## src/rtl/riscv_pkg.sv

```systemverilog
// Shared types for the ID/EX operand stage: widths, ALU op codes, the ID/EX register layout
// and the forwarding-match helper.
package riscv_pkg;

  localparam int DATA_WIDTH     = 32;
  localparam int OPCODE_LENGTH  = 4;
  localparam int PC_WIDTH       = 9;
  localparam int REG_ADDR_WIDTH = 5;

  typedef enum logic [OPCODE_LENGTH-1:0] {
    ALU_AND  = 4'b0000,
    ALU_XOR  = 4'b0001,
    ALU_SUB  = 4'b0010,
    ALU_OR   = 4'b0011,
    ALU_ADD  = 4'b0100,
    ALU_BGE  = 4'b0101,
    ALU_BNE  = 4'b0110,
    ALU_SRAI = 4'b0111,
    ALU_EQ   = 4'b1000,
    ALU_SLLI = 4'b1001,
    ALU_LUI  = 4'b1010,
    ALU_SRLI = 4'b1100,
    ALU_BLT  = 4'b1101,
    ALU_SLT  = 4'b1110,
    ALU_J    = 4'b1111
  } alu_op_t;

  // An all-zero id_ex_t is a bubble.
  typedef struct packed {
    logic                      valid;
    logic                      reg_write;
    logic                      mem_read;
    logic                      mem_write;
    logic                      branch;
    logic                      alu_src;
    logic [REG_ADDR_WIDTH-1:0] rd;
    logic [REG_ADDR_WIDTH-1:0] rs1;
    logic [REG_ADDR_WIDTH-1:0] rs2;
    alu_op_t                   op;
    logic [PC_WIDTH-1:0]       pc4;
    logic [DATA_WIDTH-1:0]     rs1_data;
    logic [DATA_WIDTH-1:0]     rs2_data;
    logic [DATA_WIDTH-1:0]     imm;
  } id_ex_t;

  // x0 is hardwired to zero, so a writer targeting it never supplies a value.
  function automatic logic fwd_hit(
    input logic                      reg_write,
    input logic [REG_ADDR_WIDTH-1:0] rd,
    input logic [REG_ADDR_WIDTH-1:0] rs
  );
    return reg_write && (rd != '0) && (rd == rs);
  endfunction

endpackage

```

## src/rtl/id_ex_operand_stage_forward_mux.sv

```systemverilog
// Operand forwarding select for one source register: EX/MEM beats MEM/WB beats the stored value.
// Purely combinational, no state.
module forward_mux #(
  parameter int DATA_WIDTH     = 32,
  parameter int REG_ADDR_WIDTH = 5
) (
  input  logic [REG_ADDR_WIDTH-1:0] i_rs,
  input  logic [DATA_WIDTH-1:0]     i_stored,
  input  logic [REG_ADDR_WIDTH-1:0] i_exmem_rd,
  input  logic                      i_exmem_reg_write,
  input  logic [DATA_WIDTH-1:0]     i_exmem_result,
  input  logic [REG_ADDR_WIDTH-1:0] i_memwb_rd,
  input  logic                      i_memwb_reg_write,
  input  logic [DATA_WIDTH-1:0]     i_memwb_result,
  output logic [DATA_WIDTH-1:0]     o_data
);
  import riscv_pkg::fwd_hit;

  logic w_exmem_hit;
  logic w_memwb_hit;

  assign w_exmem_hit = fwd_hit(i_exmem_reg_write, i_exmem_rd, i_rs);
  assign w_memwb_hit = fwd_hit(i_memwb_reg_write, i_memwb_rd, i_rs);

  // The EX/MEM producer is younger, so its value is the architecturally current one.
  always_comb begin
    o_data = i_stored;
    if (w_exmem_hit) begin
      o_data = i_exmem_result;
    end else if (w_memwb_hit) begin
      o_data = i_memwb_result;
    end
  end

endmodule

```

## src/rtl/id_ex_operand_stage.sv

```systemverilog
// ID/EX pipeline register with RAW forwarding and load-use bubble insertion, feeding the ALU.
// Operands valid 1 cycle after capture; stall freezes the register, load_use_stall holds IF/ID.
module id_ex_operand_stage #(
  parameter int DATA_WIDTH     = 32,
  parameter int OPCODE_LENGTH  = 4,
  parameter int PC_WIDTH       = 9,
  parameter int REG_ADDR_WIDTH = 5
) (
  input  logic                      clk,
  input  logic                      reset,
  input  logic                      stall,
  input  logic                      flush,
  input  logic                      id_valid,
  input  logic [REG_ADDR_WIDTH-1:0] id_rs1,
  input  logic [REG_ADDR_WIDTH-1:0] id_rs2,
  input  logic [REG_ADDR_WIDTH-1:0] id_rd,
  input  logic [DATA_WIDTH-1:0]     id_rs1_data,
  input  logic [DATA_WIDTH-1:0]     id_rs2_data,
  input  logic [DATA_WIDTH-1:0]     id_imm,
  input  logic                      id_alu_src,
  input  logic [OPCODE_LENGTH-1:0]  id_operation,
  input  logic [PC_WIDTH-1:0]       id_pc,
  input  logic                      id_reg_write,
  input  logic                      id_mem_read,
  input  logic                      id_mem_write,
  input  logic                      id_branch,
  input  logic [REG_ADDR_WIDTH-1:0] exmem_rd,
  input  logic                      exmem_reg_write,
  input  logic [DATA_WIDTH-1:0]     exmem_result,
  input  logic [REG_ADDR_WIDTH-1:0] memwb_rd,
  input  logic                      memwb_reg_write,
  input  logic [DATA_WIDTH-1:0]     memwb_result,
  output logic [DATA_WIDTH-1:0]     SrcA,
  output logic [DATA_WIDTH-1:0]     SrcB,
  output logic [OPCODE_LENGTH-1:0]  Operation,
  output logic [PC_WIDTH-1:0]       Pc4,
  output logic                      ex_valid,
  output logic                      ex_reg_write,
  output logic                      ex_mem_read,
  output logic                      ex_mem_write,
  output logic                      ex_branch,
  output logic [REG_ADDR_WIDTH-1:0] ex_rd,
  output logic [DATA_WIDTH-1:0]     ex_store_data,
  output logic                      load_use_stall
);
  import riscv_pkg::id_ex_t;
  import riscv_pkg::alu_op_t;
  import riscv_pkg::fwd_hit;

  id_ex_t                r_ex;
  id_ex_t                w_next;
  logic                  w_load_use;
  logic                  w_capture;
  logic [DATA_WIDTH-1:0] w_rs1_wt;
  logic [DATA_WIDTH-1:0] w_rs2_wt;
  logic [DATA_WIDTH-1:0] w_fwd_a;
  logic [DATA_WIDTH-1:0] w_fwd_b;

  assign w_load_use = r_ex.valid && r_ex.mem_read && (r_ex.rd != '0) &&
                      ((r_ex.rd == id_rs1) || (r_ex.rd == id_rs2)) &&
                      id_valid && !flush;

  assign w_capture = id_valid && !flush && !w_load_use;

  // The register file is written at the end of this cycle, so its read data is stale for MEM/WB's rd.
  assign w_rs1_wt = fwd_hit(memwb_reg_write, memwb_rd, id_rs1) ? memwb_result : id_rs1_data;
  assign w_rs2_wt = fwd_hit(memwb_reg_write, memwb_rd, id_rs2) ? memwb_result : id_rs2_data;

  always_comb begin
    w_next = '0;
    if (w_capture) begin
      w_next.valid     = 1'b1;
      w_next.reg_write = id_reg_write;
      w_next.mem_read  = id_mem_read;
      w_next.mem_write = id_mem_write;
      w_next.branch    = id_branch;
      w_next.alu_src   = id_alu_src;
      w_next.rd        = id_rd;
      w_next.rs1       = id_rs1;
      w_next.rs2       = id_rs2;
      w_next.op        = alu_op_t'(id_operation);
      w_next.pc4       = id_pc + PC_WIDTH'(4);
      w_next.rs1_data  = w_rs1_wt;
      w_next.rs2_data  = w_rs2_wt;
      w_next.imm       = id_imm;
    end
  end

  always_ff @(posedge clk) begin
    if (reset) begin
      r_ex <= '0;
    end else if (!stall) begin
      r_ex <= w_next;
    end
  end

  forward_mux #(
    .DATA_WIDTH     (DATA_WIDTH),
    .REG_ADDR_WIDTH (REG_ADDR_WIDTH)
  ) u_fwd_a (
    .i_rs              (r_ex.rs1),
    .i_stored          (r_ex.rs1_data),
    .i_exmem_rd        (exmem_rd),
    .i_exmem_reg_write (exmem_reg_write),
    .i_exmem_result    (exmem_result),
    .i_memwb_rd        (memwb_rd),
    .i_memwb_reg_write (memwb_reg_write),
    .i_memwb_result    (memwb_result),
    .o_data            (w_fwd_a)
  );

  forward_mux #(
    .DATA_WIDTH     (DATA_WIDTH),
    .REG_ADDR_WIDTH (REG_ADDR_WIDTH)
  ) u_fwd_b (
    .i_rs              (r_ex.rs2),
    .i_stored          (r_ex.rs2_data),
    .i_exmem_rd        (exmem_rd),
    .i_exmem_reg_write (exmem_reg_write),
    .i_exmem_result    (exmem_result),
    .i_memwb_rd        (memwb_rd),
    .i_memwb_reg_write (memwb_reg_write),
    .i_memwb_result    (memwb_result),
    .o_data            (w_fwd_b)
  );

  assign SrcA           = w_fwd_a;
  assign SrcB           = r_ex.alu_src ? r_ex.imm : w_fwd_b;
  assign ex_store_data  = w_fwd_b;
  assign Operation      = r_ex.op;
  assign Pc4            = r_ex.pc4;
  assign ex_valid       = r_ex.valid;
  assign ex_reg_write   = r_ex.reg_write;
  assign ex_mem_read    = r_ex.mem_read;
  assign ex_mem_write   = r_ex.mem_write;
  assign ex_branch      = r_ex.branch;
  assign ex_rd          = r_ex.rd;
  assign load_use_stall = w_load_use;

endmodule

```

## config.mk

```make
export PLATFORM = sky130hd
export DESIGN_NAME = id_ex_operand_stage
export DESIGN_NICKNAME = d
export VERILOG_FILES = /design/src/rtl/riscv_pkg.sv /design/src/rtl/id_ex_operand_stage_forward_mux.sv /design/src/rtl/id_ex_operand_stage.sv
export SDC_FILE = /design/constraint.sdc
export NUM_CORES = 1
export LEC_CHECK = 0
export BUFFER_PORTS_ARGS = -buffer_cell sky130_fd_sc_hd__buf_2
export CAP_MARGIN = 30
export CORE_MARGIN = 4
export CORE_UTILIZATION = 40
export CTS_CLUSTER_SIZE = 20
export DETAILED_ROUTE_END_ITERATION = 16
export GPL_TIMING_DRIVEN = 1
export PLACE_DENSITY = 0.66
export SYNTH_ARGS = -nofsm -noshare
export SYNTH_HDL_FRONTEND = slang
export SYNTH_SLANG_ARGS = --single-unit
```

## constraint.sdc

```tcl
create_clock -name clk -period 2.5 [get_ports clk]
set_input_delay 0.25 -clock clk [delete_from_list [all_inputs] [get_ports clk]]
set_output_delay 0.25 -clock clk [all_outputs]
set_load 0.01 [all_outputs]
```

==> results of run 1 <==
==> report_power, final <==
group	leakage [nW]	internal, mW	switching, mW
logic	2.99	0.442	0.668
clock network	0.270	1.38	1.03
registers	1.06	2.12	0.0384
total	4.32	3.94	1.74
==> cell families (layout without fill, tap and decap cells) <==
family	count (synthesis)	in the layout
muxes	128	128
and+or+nand+nor	256	256
AOI/OAI and AO/OA	291	291
buffers and inverters	137	411
xor gates and xnor gates	45	45
DFF	130	130
adders and majority gates	1	1
other	0	2
==> flip-flops by register name, indices dropped and copies added, names as in the netlist <==
signal / count
ex_reg_write: 1
ex_valid: 1
ex_mem_write: 1
Operation: 4
ex_branch: 1
Pc4: 9
ex_rd: 5
ex_mem_read: 1
r_ex: 107
==> path summary, 6_finish.rpt <==
path / endpoint / slack [ps] / cells past startpoint
worst max register to register: r_ex[51] / 360 / 5
worst min-delay path: Pc4[2] / 80 / 2
worst max-delay path: SrcB[7] / 20 / 7
worst min register to register: r_ex[31] / 460 / 2
==> worst reg2reg max path: cells and delay by family, from the launching register on <==
family / cells / cell delay [ps]
AOI/OAI and AO/OA: 3 / 770
buffers and inverters: 1 / 300
DFF: 1 / 370
and+or+nand+nor: 1 / 600
==> area by class of cell <==
type | count | area [µm²] | area share, %
Tap cell | 280 | 350 | 2.94
Sequential cell | 130 | 2610 | 21.9
Clock buffer | 17 | 425 | 3.57
Clock inverter | 15 | 134 | 1.12
Antenna cell | 2 | 5.00 | 0.0419
Multi-Input combinational cell | 721 | 6130 | 51.4
Timing Repair Buffer | 379 | 2270 | 19.1
==> cells in the mapped netlist (all sizes together) <==
cell type  count
nand3b        70
or3            1
and3           3
ha             1
nand2         94
or4            3
nor4          36
nor2           3
xor2          21
o21a           1
dfxtp        130
and2           1
o21ai         35
clkbuf        89
mux2          32
nor3           3
mux2i         96
nand3          9
xnor2         24
a21oi         60
buf           48
o211ai        60
nand2b         1
nand4         32
a31oi         32
a22oi          1
o31ai        102
==> what timing repair did <==
item,4_1_cts,5_1_grt
cloned,0,0
hold endpoints to repair,0,0
setup buffers,4,1
pin swaps,3,4
setup endpoints to repair,63,63
gates resized for setup,63,40
==> through the flow <==
stage / std cells / power, mW / util (%) / hold slack [ps]
after floorplan: 988 / 2.74 / - / 357
after global placement: 1506 / 3.22 / 49.4 / 446
after detailed placement: 1506 / 3.22 / 49.4 / 451
after CTS: 1541 / 5.70 / 53.7 / 56.6
after global routing: 1544 / 5.91 / 54.8 / 76.9
final: 1544 / 5.68 / 54.8 / 75.7
==> metal layers <==
| layer | wire [µm] | share of wire (%) |
|---|---|---|
| met4 | 836 | 2.5 |
| met3 | 2600 | 7.8 |
| met2 | 16100 | 49 |
| met1 | 13700 | 41 |
| met5 | 0 | 0 |
==> key figures, run 1 <==
Status
  • Outcome: completed

Drt
  • Drt total wl: 33200 µm
  • Via count: 9026
  • Drt pass-1 iters: 7
  • Vias/cell: 5.85
  • Initial DRC Count: 689
  • Post-route ant nets: 0
  • Drt wl/cell: 21.5 µm
  • DRC Markers: 0

Synth
  • Compound-cell area share of the yosys netlist: 26.1%
  • Synth Cell Area: 0.00884 mm²
  • Synth Area in XOR/XNOR: 4.46%
  • Sequential-to-total area share from yosys stat: 29.4%
  • Mux cell area share after synthesis: 14.9%
  • YS warnings: 0
  • Synth Area in Simple Gates: 16.9%
  • Largest area contributor in the netlist: dfxtp_1
  • Mean Syn Cell Area: 8.95 µm²
  • Largest family of logic cells by synthesized area: compound AO/OA/AOI/OAI gates
  • Synth top area share: 29.4%
  • Distinct cells, synth: 39
  • Top post-synthesis cells by area: dfxtp_1 (29%), mux2i_1 (11%), o31ai_1 (8.7%), nand3b_1 (5.9%), a31oi_4 (5.1%)
  • Number of synthesized register bits: 130
  • Mapped Cells: 988
  • Post-synthesis adder-cell area fraction: 0.142%
  • Net count after synthesis: 1199

Setup path
  • CP Data Required Time: 2250 ps
  • Crit path launch: r_ex[112]
  • Delay-heaviest family, CP: compound AO/OA/AOI/OAI gates
  • Reg2reg start: ex_rd[0]
  • WP data arrival: 2230 ps
  • Crit path max fanout: 32
  • Critical path buffers and inverters: 2
  • CP Cell Sequence: xnor2_1 > nand2_2 > buf_6 > o31ai_2 > a31oi_4 > mux2_2 > buf_2
  • Crit path capture type: primary output
  • Max stage delay on crit path: 340 ps
  • CP Launch Type: flip-flop
  • Slowest cell on crit path: dfxtp_2
  • Crit path kind: flip-flop to primary output

Global route
  • M3 GR Usage: 5.23%
  • Most used routing layer: met2
  • Vias in the first global route: 9004
  • Initial antenna violation count: 2
  • Largest net degree at the start of global routing: 131
  • Met2 Track Usage GR: 42.4%
  • Remaining global-route overflow: 0
  • First-pass GRT wire length: 50000 µm
  • Met1 Resource Use GR: 33.0%
  • GRT Total Usage: 25.7%

Final layout
  • Most frequent cells in the layout: buf_2 (327), dfxtp_1 (123), mux2i_1 (96)
  • Share of layout cells above drive strength 1: 44.5%
  • Area Growth Syn to Fin: 35.0%
  • Nets@finish: 1460
  • Fin area: 0.0119 mm²
  • Fill count: 1995
  • Commonest non-fill, non-tap cell in the layout: buf_2

Floorplanning
  • DIE HEIGHT: 157 µm
  • Rows: 54
  • Die W: 157 µm
  • Core ar.: 0.0218 mm²
  • Die ar.: 0.0245 mm²
  • Initial core utilization: 40.6%
  • Top-level port count: 330

Timing
  • Worst setup margin: 18.7 ps
  • Endpoints failing hold: 0
  • Final worst path period need: 2480 ps
  • Final worst-path cycle share: 99.3%
  • Max transition margin: 49.9%
  • RSZ-0062 raised after global routing: yes
  • Max Freq: 403 MHz
  • Final Setup Violations: 0
  • Max Clock Skew: 12.6 ps
  • Final setup TNS: 0 ps
  • Slew Limit Fails: 0
  • Slew @ Worst Pin: 752 ps

Job
  • Max cap viols: 0

Pwr
  • Power Density: 476 mW/mm²
  • VDD IR-drop max: 372 µV
  • Leak Pwr: 4.32 nW

Hold path
  • Worst min path class: input port to flip-flop
  • Hold Crit Start: id_pc[2]

Clock network
  • Post-CTS Hold Fix Bufs: 0
  • Cts bufs inserted: 17
  • Root Driver: clkbuf_16
  • Clock sinks: 130
  • Worst-skew pair later-pin latency: 420 ps
  • Clock Path Buffers: 2
  • CTS tree: yes
  • Clock transition at the registers of the reported paths: 60 ps
  • Htree depth: 4

Place
  • Placer Congestion: 0.881
  • Post-place instance area: 0.0107 mm²
  • PortBufs: 329
  • HPWL after DPL: 22800 µm
  • DP Worst Slack: -95.7 ps
No activity file was read; power rests on OpenSTA's default activity.
==> run 2, diff against run 1 <==
PLACE_DENSITY = 0.76   (was 0.66)
==> run 2 against run 1 <==
  * The flow now finishes with violations (negative setup slack)
  * Critical endpoint is now SrcB[14]
  * Sequential cell count is the same
  * Fmax shrank 1.3%
  * Non-clock buffer count grew 1
==> key figures, run 2 (synthesis results as in run 1) <==
Drt
  • Via count: 9430 (+4.5%)
  • Post-route ant nets: 0 (unchanged)
  • DRC Markers: 0 (unchanged)
  • Drt pass-1 iters: 7 (unchanged)
  • Drt wl/cell: 23.2 µm (+7.9%)
  • Vias/cell: 6.10 (+4.3%)
  • Initial DRC Count: 850 (+23%)
  • Drt total wl: 35900 µm (+8.0%)

Setup path
  • Crit path kind: flip-flop to primary output
  • Reg2reg start: ex_rd[0]
  • Max stage delay on crit path: 470 ps (+130 ps)
  • CP Data Required Time: 2250 ps (about the same)
  • Crit path capture type: primary output
  • CP Cell Sequence: xnor2_2 > nand3_2 > or3_4 > buf_12 > a31oi_4 > mux2_4 > buf_6
  • Worst reg2reg path depth: 6 (+1)
  • Crit path max fanout: 6 (-81%)
  • WP data arrival: 2260 ps (+30 ps)
  • Slowest cell on crit path: or3_4
  • Flop-to-flop setup slack: 320 ps (-40 ps)
  • FF-to-FF End: r_ex[70]
  • CP Launch Type: flip-flop

Floorplanning
  • Initial core utilization: 40.6% (unchanged)
  • Die ar.: 0.0245 mm² (unchanged)
  • Core ar.: 0.0218 mm² (unchanged)
  • Rows: 54 (unchanged)
  • Top-level port count: 330 (unchanged)
  • Die W: 157 µm (unchanged)
  • DIE HEIGHT: 157 µm (unchanged)

Status
  • Outcome: finished, violations left
  • Violated checks: negative setup slack

Hold path
  • Hold Path Depth: 2 (unchanged)
  • Hold path endpoint: Pc4[2]
  • Hold Crit Start: id_pc[2]
  • Worst min path class: input port to flip-flop

Clock network
  • Worst-skew pair later-pin latency: 420 ps (about the same)
  • Root Driver: clkbuf_16
  • Cts bufs inserted: 17 (unchanged)
  • Clock transition at the registers of the reported paths: 60 ps (about the same)
  • Clock sinks: 130 (unchanged)
  • Clock Path Buffers: 2 (unchanged)
  • Htree depth: 4 (unchanged)
  • CTS tree: yes

Timing
  • Max transition margin: 58.3% (+8.4 points)
  • Slew @ Worst Pin: 626 ps (-126 ps)
  • Final Setup Violations: 2 (+2)
  • Final worst-path cycle share: 101% (+1.3 points)
  • Endpoints failing hold: 0 (unchanged)
  • Final worst path period need: 2510 ps (+32.1 ps)
  • Max Clock Skew: 11.8 ps (-0.827 ps)
  • Max Freq: 398 MHz (-1.3%)
  • Worst setup margin: -13.4 ps (-32.1 ps)
  • Final setup TNS: -18.9 ps (-18.9 ps)
  • Slew Limit Fails: 0 (unchanged)
  • RSZ-0062 raised after global routing: yes

Pwr
  • Comb power frac: 20.1% (+0.6 points)
  • Flop pwr share: 36.4% (-1.7 points)
  • Internal power: 4.20 mW (+6.4%)
  • Design Power: 5.95 mW (+4.7%)
  • Power Density: 478 mW/mm² (+0.44%)
  • Sw frac: 29.4% (-1.2 points)
  • Leak Pwr: 4.49 nW (+4.0%)
  • Clock power frac: 43.5% (+1.1 points)
  • Switch Pwr: 1.75 mW (+0.74%)
  • VDD IR-drop max: 432 µV (+16%)

Place
  • Placer Congestion: 0.894 (+1.5%)
  • PortBufs: 329 (unchanged)
  • DP Worst Slack: -17.3 ps (+78.4 ps)
  • HPWL after DPL: 23100 µm (+1.6%)

Job
  • Max cap viols: 0 (unchanged)

Global route
  • Vias in the first global route: 8953 (-0.57%)
  • GRT Total Usage: 26.0% (+0.34 points)
  • Largest net degree at the start of global routing: 131 (unchanged)
  • First-pass GRT wire length: 50400 µm (+0.87%)
  • Initial antenna violation count: 2 (unchanged)
  • Remaining global-route overflow: 0 (unchanged)

Final layout
  • Share of layout cells above drive strength 1: 45.4% (+0.91 points)
  • Largest Register: r_ex
  • Area Growth Syn to Fin: 40.7%
  • Util after Layout: 57.2% (+2.3 points)
  • Nets@finish: 1461 (+0.068%)
  • Commonest non-fill, non-tap cell in the layout: buf_2
  • Most frequent cells in the layout: buf_2 (319), dfxtp_1 (120), nand2_1 (94)
  • Number of flip-flops in the largest register: 107 (unchanged)
run 2: cell count changes in the layout (fill, tap and decap cells not counted), moves of 6 or more:
cell and change:
mux2_4 +12, mux2_2 -12, xnor2_1 -7, buf_2 -8
xnor2_2 +6, nor4_4 +7, buf_6 +6, nor4_2 -7
run 2: per-layer routing:
| metal | track usage (%) | wire, µm |
|---|---|---|
| met5 | 0 | 0 |
| met4 | 9.21 | 1100 |
| met3 | 5.39 | 3280 |
| met2 | 41.4 | 16800 |
| met1 | 35.0 | 14700 |
run 2: how the worst max path moves through the flow:
| stage | startpoint | to | slack (ps) | cells past startpoint |
|---|---|---|---|---|
| final | r_ex[112] | SrcB[14] | -10 | 7 |
| after global routing | r_ex[110] | SrcB[8] | -90 | 7 |
| after CTS | r_ex[111] | SrcB[16] | -90 | 7 |
| after detailed placement | exmem_rd[3] | SrcA[3] | -20 | 9 |
| after global placement | exmem_rd[2] | SrcA[3] | 40 | 9 |
| after floorplan | memwb_rd[0] | SrcA[10] | 290 | 7 |
run 2: stage by stage:
| stage | hold slack [ps] | instances | instance area (µm²) |
|---|---|---|---|
| floorplan | 357 | 988 | 8840 |
| global placement | 444 | 1494 | 10600 |
| detailed placement | 452 | 1494 | 10600 |
| CTS | 61.8 | 1535 | 11600 |
| global route | 81.4 | 1545 | 12400 |
| finish | 81.8 | 1546 | 12400 |
run 2: area by class of cell:
cell class	count	area [µm²]
fillers	1892	9320
well taps	280	350
flip-flops and latches	130	2620
diodes	3	7.51
clock buffers	19	443
repair buffers	380	2470
multi-input cells	721	6380
clock inverters	13	161
run 2: worst max-delay path, delay by kind of cell, from the launching register on:
family / cells / cell delay, ps
mux: 1 / 200
xor+xnor: 1 / 180
flops: 1 / 350
compound gates: 1 / 230
buf+inv: 2 / 280
simple gates: 2 / 590
run 2: power groups by stage:
stage	clock, mW	combinational (mW)	sequential (mW)
floorplan	0	0.545	2.19
global placement	0	1.00	2.20
CTS	2.63	1.05	2.16
finish	2.59	1.19	2.17
global route	2.71	1.26	2.17
detailed placement	0	1.01	2.21
run 2: what timing repair did:
action	4_1_cts	5_1_grt
endpoints found under the setup margin	65	61
cloned	2	5
pin swaps	2	15
setup buffers	7	4
hold buffers	0	0
gates resized for setup	37	127
==> run 3, diff against run 2 <==
CTS_BUF_LIST = sky130_fd_sc_hd__clkbuf_8   (was default)
SKIP_LAST_GASP = 1   (was default)
==> run 3 against run 2 <==
  * The flow still finishes with violations (negative setup slack)
  * Register-to-register slack hardly changed
  * Critical path depth stayed put
  * Global-route usage is 0.052 points higher
  * Combinational power hardly changed
  * Total power is 12% lower
  * Critical endpoint is now SrcB[9]
  * Largest power group is now sequential cells
==> key figures, run 3 (synthesis results as in run 1) <==
Pwr
  • VDD IR-drop max: 356 µV (-18%)
  • Sw frac: 31.5% (+2.1 points)
  • Flop pwr share: 41.2% (+4.8 points)
  • Switch Pwr: 1.66 mW (-5.4%)
  • Internal power: 3.60 mW (-14%)
  • Clock power frac: 36.3% (-7.2 points)
  • Power Density: 426 mW/mm² (-11%)
  • Comb power frac: 22.5% (+2.4 points)
  • Leak Pwr: 4.44 nW (-1.1%)

Final layout
  • Share of layout cells above drive strength 1: 46.1% (+0.69 points)
  • Most frequent cells in the layout: buf_2 (324), dfxtp_1 (118), nand2_1 (94)
  • Fin cells: 1551 (+0.32%)
  • Util after Layout: 56.7% (-0.49 points)
  • Largest Register: r_ex
  • Nets@finish: 1466 (+0.34%)
  • Commonest non-fill, non-tap cell in the layout: buf_2
  • Area Growth Syn to Fin: 39.5%
  • Fill count: 1901 (+0.48%)
  • Number of flip-flops in the largest register: 107 (unchanged)

Timing
  • Slew Limit Fails: 0 (unchanged)
  • WHS: 61.8 ps (-20.0 ps)
  • Final worst-path cycle share: 102% (+1.7 points)
  • Max Clock Skew: 16.0 ps (+4.25 ps)
  • Final Setup Violations: 20 (+18)
  • Endpoints failing hold: 0 (unchanged)
  • Max Freq: 391 MHz (-1.7%)
  • Max transition margin: 57.1% (-1.1 points)
  • Worst setup margin: -57.0 ps (-43.7 ps)
  • RSZ-0062 raised after global routing: yes
  • Slew @ Worst Pin: 643 ps (+17.1 ps)
  • Final worst path period need: 2560 ps (+43.7 ps)

Global route
  • GRT Total Usage: 26.1% (+0.052 points)
  • Remaining global-route overflow: 0 (unchanged)
  • First-pass GRT wire length: 50700 µm (+0.52%)
  • Initial antenna violation count: 2 (unchanged)
  • Vias in the first global route: 9081 (+1.4%)
  • Largest net degree at the start of global routing: 131 (unchanged)

Setup path
  • Slowest cell on crit path: dfxtp_4
  • CP Data Required Time: 2250 ps (about the same)
  • CP Launch Type: flip-flop
  • Max stage delay on crit path: 380 ps (-90 ps)
  • Reg2reg start: ex_rd[0]
  • Crit path capture type: primary output
  • Crit path launch: r_ex[109]
  • Flop-to-flop setup slack: 310 ps (about the same)
  • Crit path kind: flip-flop to primary output
  • WP data arrival: 2310 ps (+50 ps)
  • Crit path max fanout: 32 (+26)
  • CP Cell Sequence: xnor2_2 > nand3_2 > buf_12 > o31ai_2 > a31oi_4 > mux2_2 > buf_2

Status
  • Violated checks: negative setup slack
  • Outcome: finished, violations left

Clock network
  • Worst-skew pair later-pin latency: 440 ps (+20 ps)
  • Clock Path Buffers: 2 (unchanged)
  • Clock transition at the registers of the reported paths: 90 ps (+30 ps)
  • Root Driver: clkbuf_8
  • Clock sinks: 130 (unchanged)
  • Htree depth: 4 (unchanged)
  • Cts bufs inserted: 17 (unchanged)
  • CTS tree: yes

Floorplanning
  • Rows: 54 (unchanged)
  • Top-level port count: 330 (unchanged)
  • DIE HEIGHT: 157 µm (unchanged)
  • Core ar.: 0.0218 mm² (unchanged)
  • Die W: 157 µm (unchanged)
  • Die ar.: 0.0245 mm² (unchanged)
  • Initial core utilization: 40.6% (unchanged)

Job
  • Max cap viols: 0 (unchanged)

Place
  • Inst Count DP: 1494 (unchanged)
  • DP Worst Slack: -17.3 ps (unchanged)
  • Placer Congestion: 0.894 (unchanged)
  • PortBufs: 329 (unchanged)
  • HPWL after DPL: 23100 µm (unchanged)

Hold path
  • Hold Crit Start: id_pc[2]
  • Worst min path class: input port to flip-flop

Drt
  • Post-route ant nets: 0 (unchanged)
  • Vias/cell: 6.00 (-1.7%)
  • Drt pass-1 iters: 6 (-1)
  • DRC Markers: 0 (unchanged)
  • Initial DRC Count: 817 (-3.9%)
  • Drt wl/cell: 22.7 µm (-2.2%)
  • Drt total wl: 35200 µm (-1.8%)
  • Via count: 9299 (-1.4%)
run 3: metal layers:
layer / wire [µm] / GRT usage (%)
met5: 0 / 0
met4: 1150 / 10.2
met3: 3120 / 5.67
met2: 16300 / 41.6
met1: 14600 / 34.4
run 3: worst paths after layout:
check	to	depth (start not counted)
worst max register to register	r_ex[70]	6
worst min-delay path	Pc4[2]	2
worst max-delay path	SrcB[9]	7
worst min register to register	r_ex[0]	2
run 3: through the flow:
stage | total power, mW | cell area, µm² | setup TNS (ps)
6_report | 5.25 | 12300 | -435
2_1_floorplan | 2.74 | 8840 | 0
3_3_place_gp | 3.21 | 10600 | 0
4_1_cts | 5.19 | 11600 | -752
5_1_grt | 5.46 | 12300 | -6000
3_5_place_dp | 3.22 | 10600 | -64.9
run 3: timing repair:
action / 4_1_cts / 5_1_grt
setup buffers: 8 / 9
hold buffers: 0 / 0
setup endpoints to repair: 78 / 68
pin swaps: 1 / 20
gates resized for setup: 83 / 114
cloned: 1 / 5
run 3: area by class of cell:
| class | count | area [µm²] | share of cell area, % |
|---|---|---|---|
| Sequential cell | 130 | 2620 | 21.3 |
| Multi-Input combinational cell | 721 | 6440 | 52.2 |
| Clock buffer | 18 | 248 | 2.01 |
| Clock inverter | 14 | 165 | 1.34 |
| Antenna cell | 3 | 7.51 | 0.0609 |
| Timing Repair Buffer | 385 | 2500 | 20.2 |
| Tap cell | 280 | 350 | 2.84 |
run 3: power by group through the flow:
| stage | Combinational, mW | Sequential [mW] | Clock [mW] |
|---|---|---|---|
| 2_1_floorplan | 0.545 | 2.19 | 0 |
| 3_3_place_gp | 1.00 | 2.20 | 0 |
| 3_5_place_dp | 1.01 | 2.21 | 0 |
| 4_1_cts | 1.08 | 2.16 | 1.95 |
| 5_1_grt | 1.25 | 2.17 | 2.04 |
| 6_report | 1.18 | 2.17 | 1.91 |
run 3: worst max-delay path, delay by kind of cell, from the launching register on:
kind	cells	cell delay, ps
AO/OA/AOI/OAI	2	520
buffers and inverters	2	350
multiplexers	1	280
XOR/XNOR	1	200
flip-flops	1	380
AND/OR/NAND/NOR	1	120
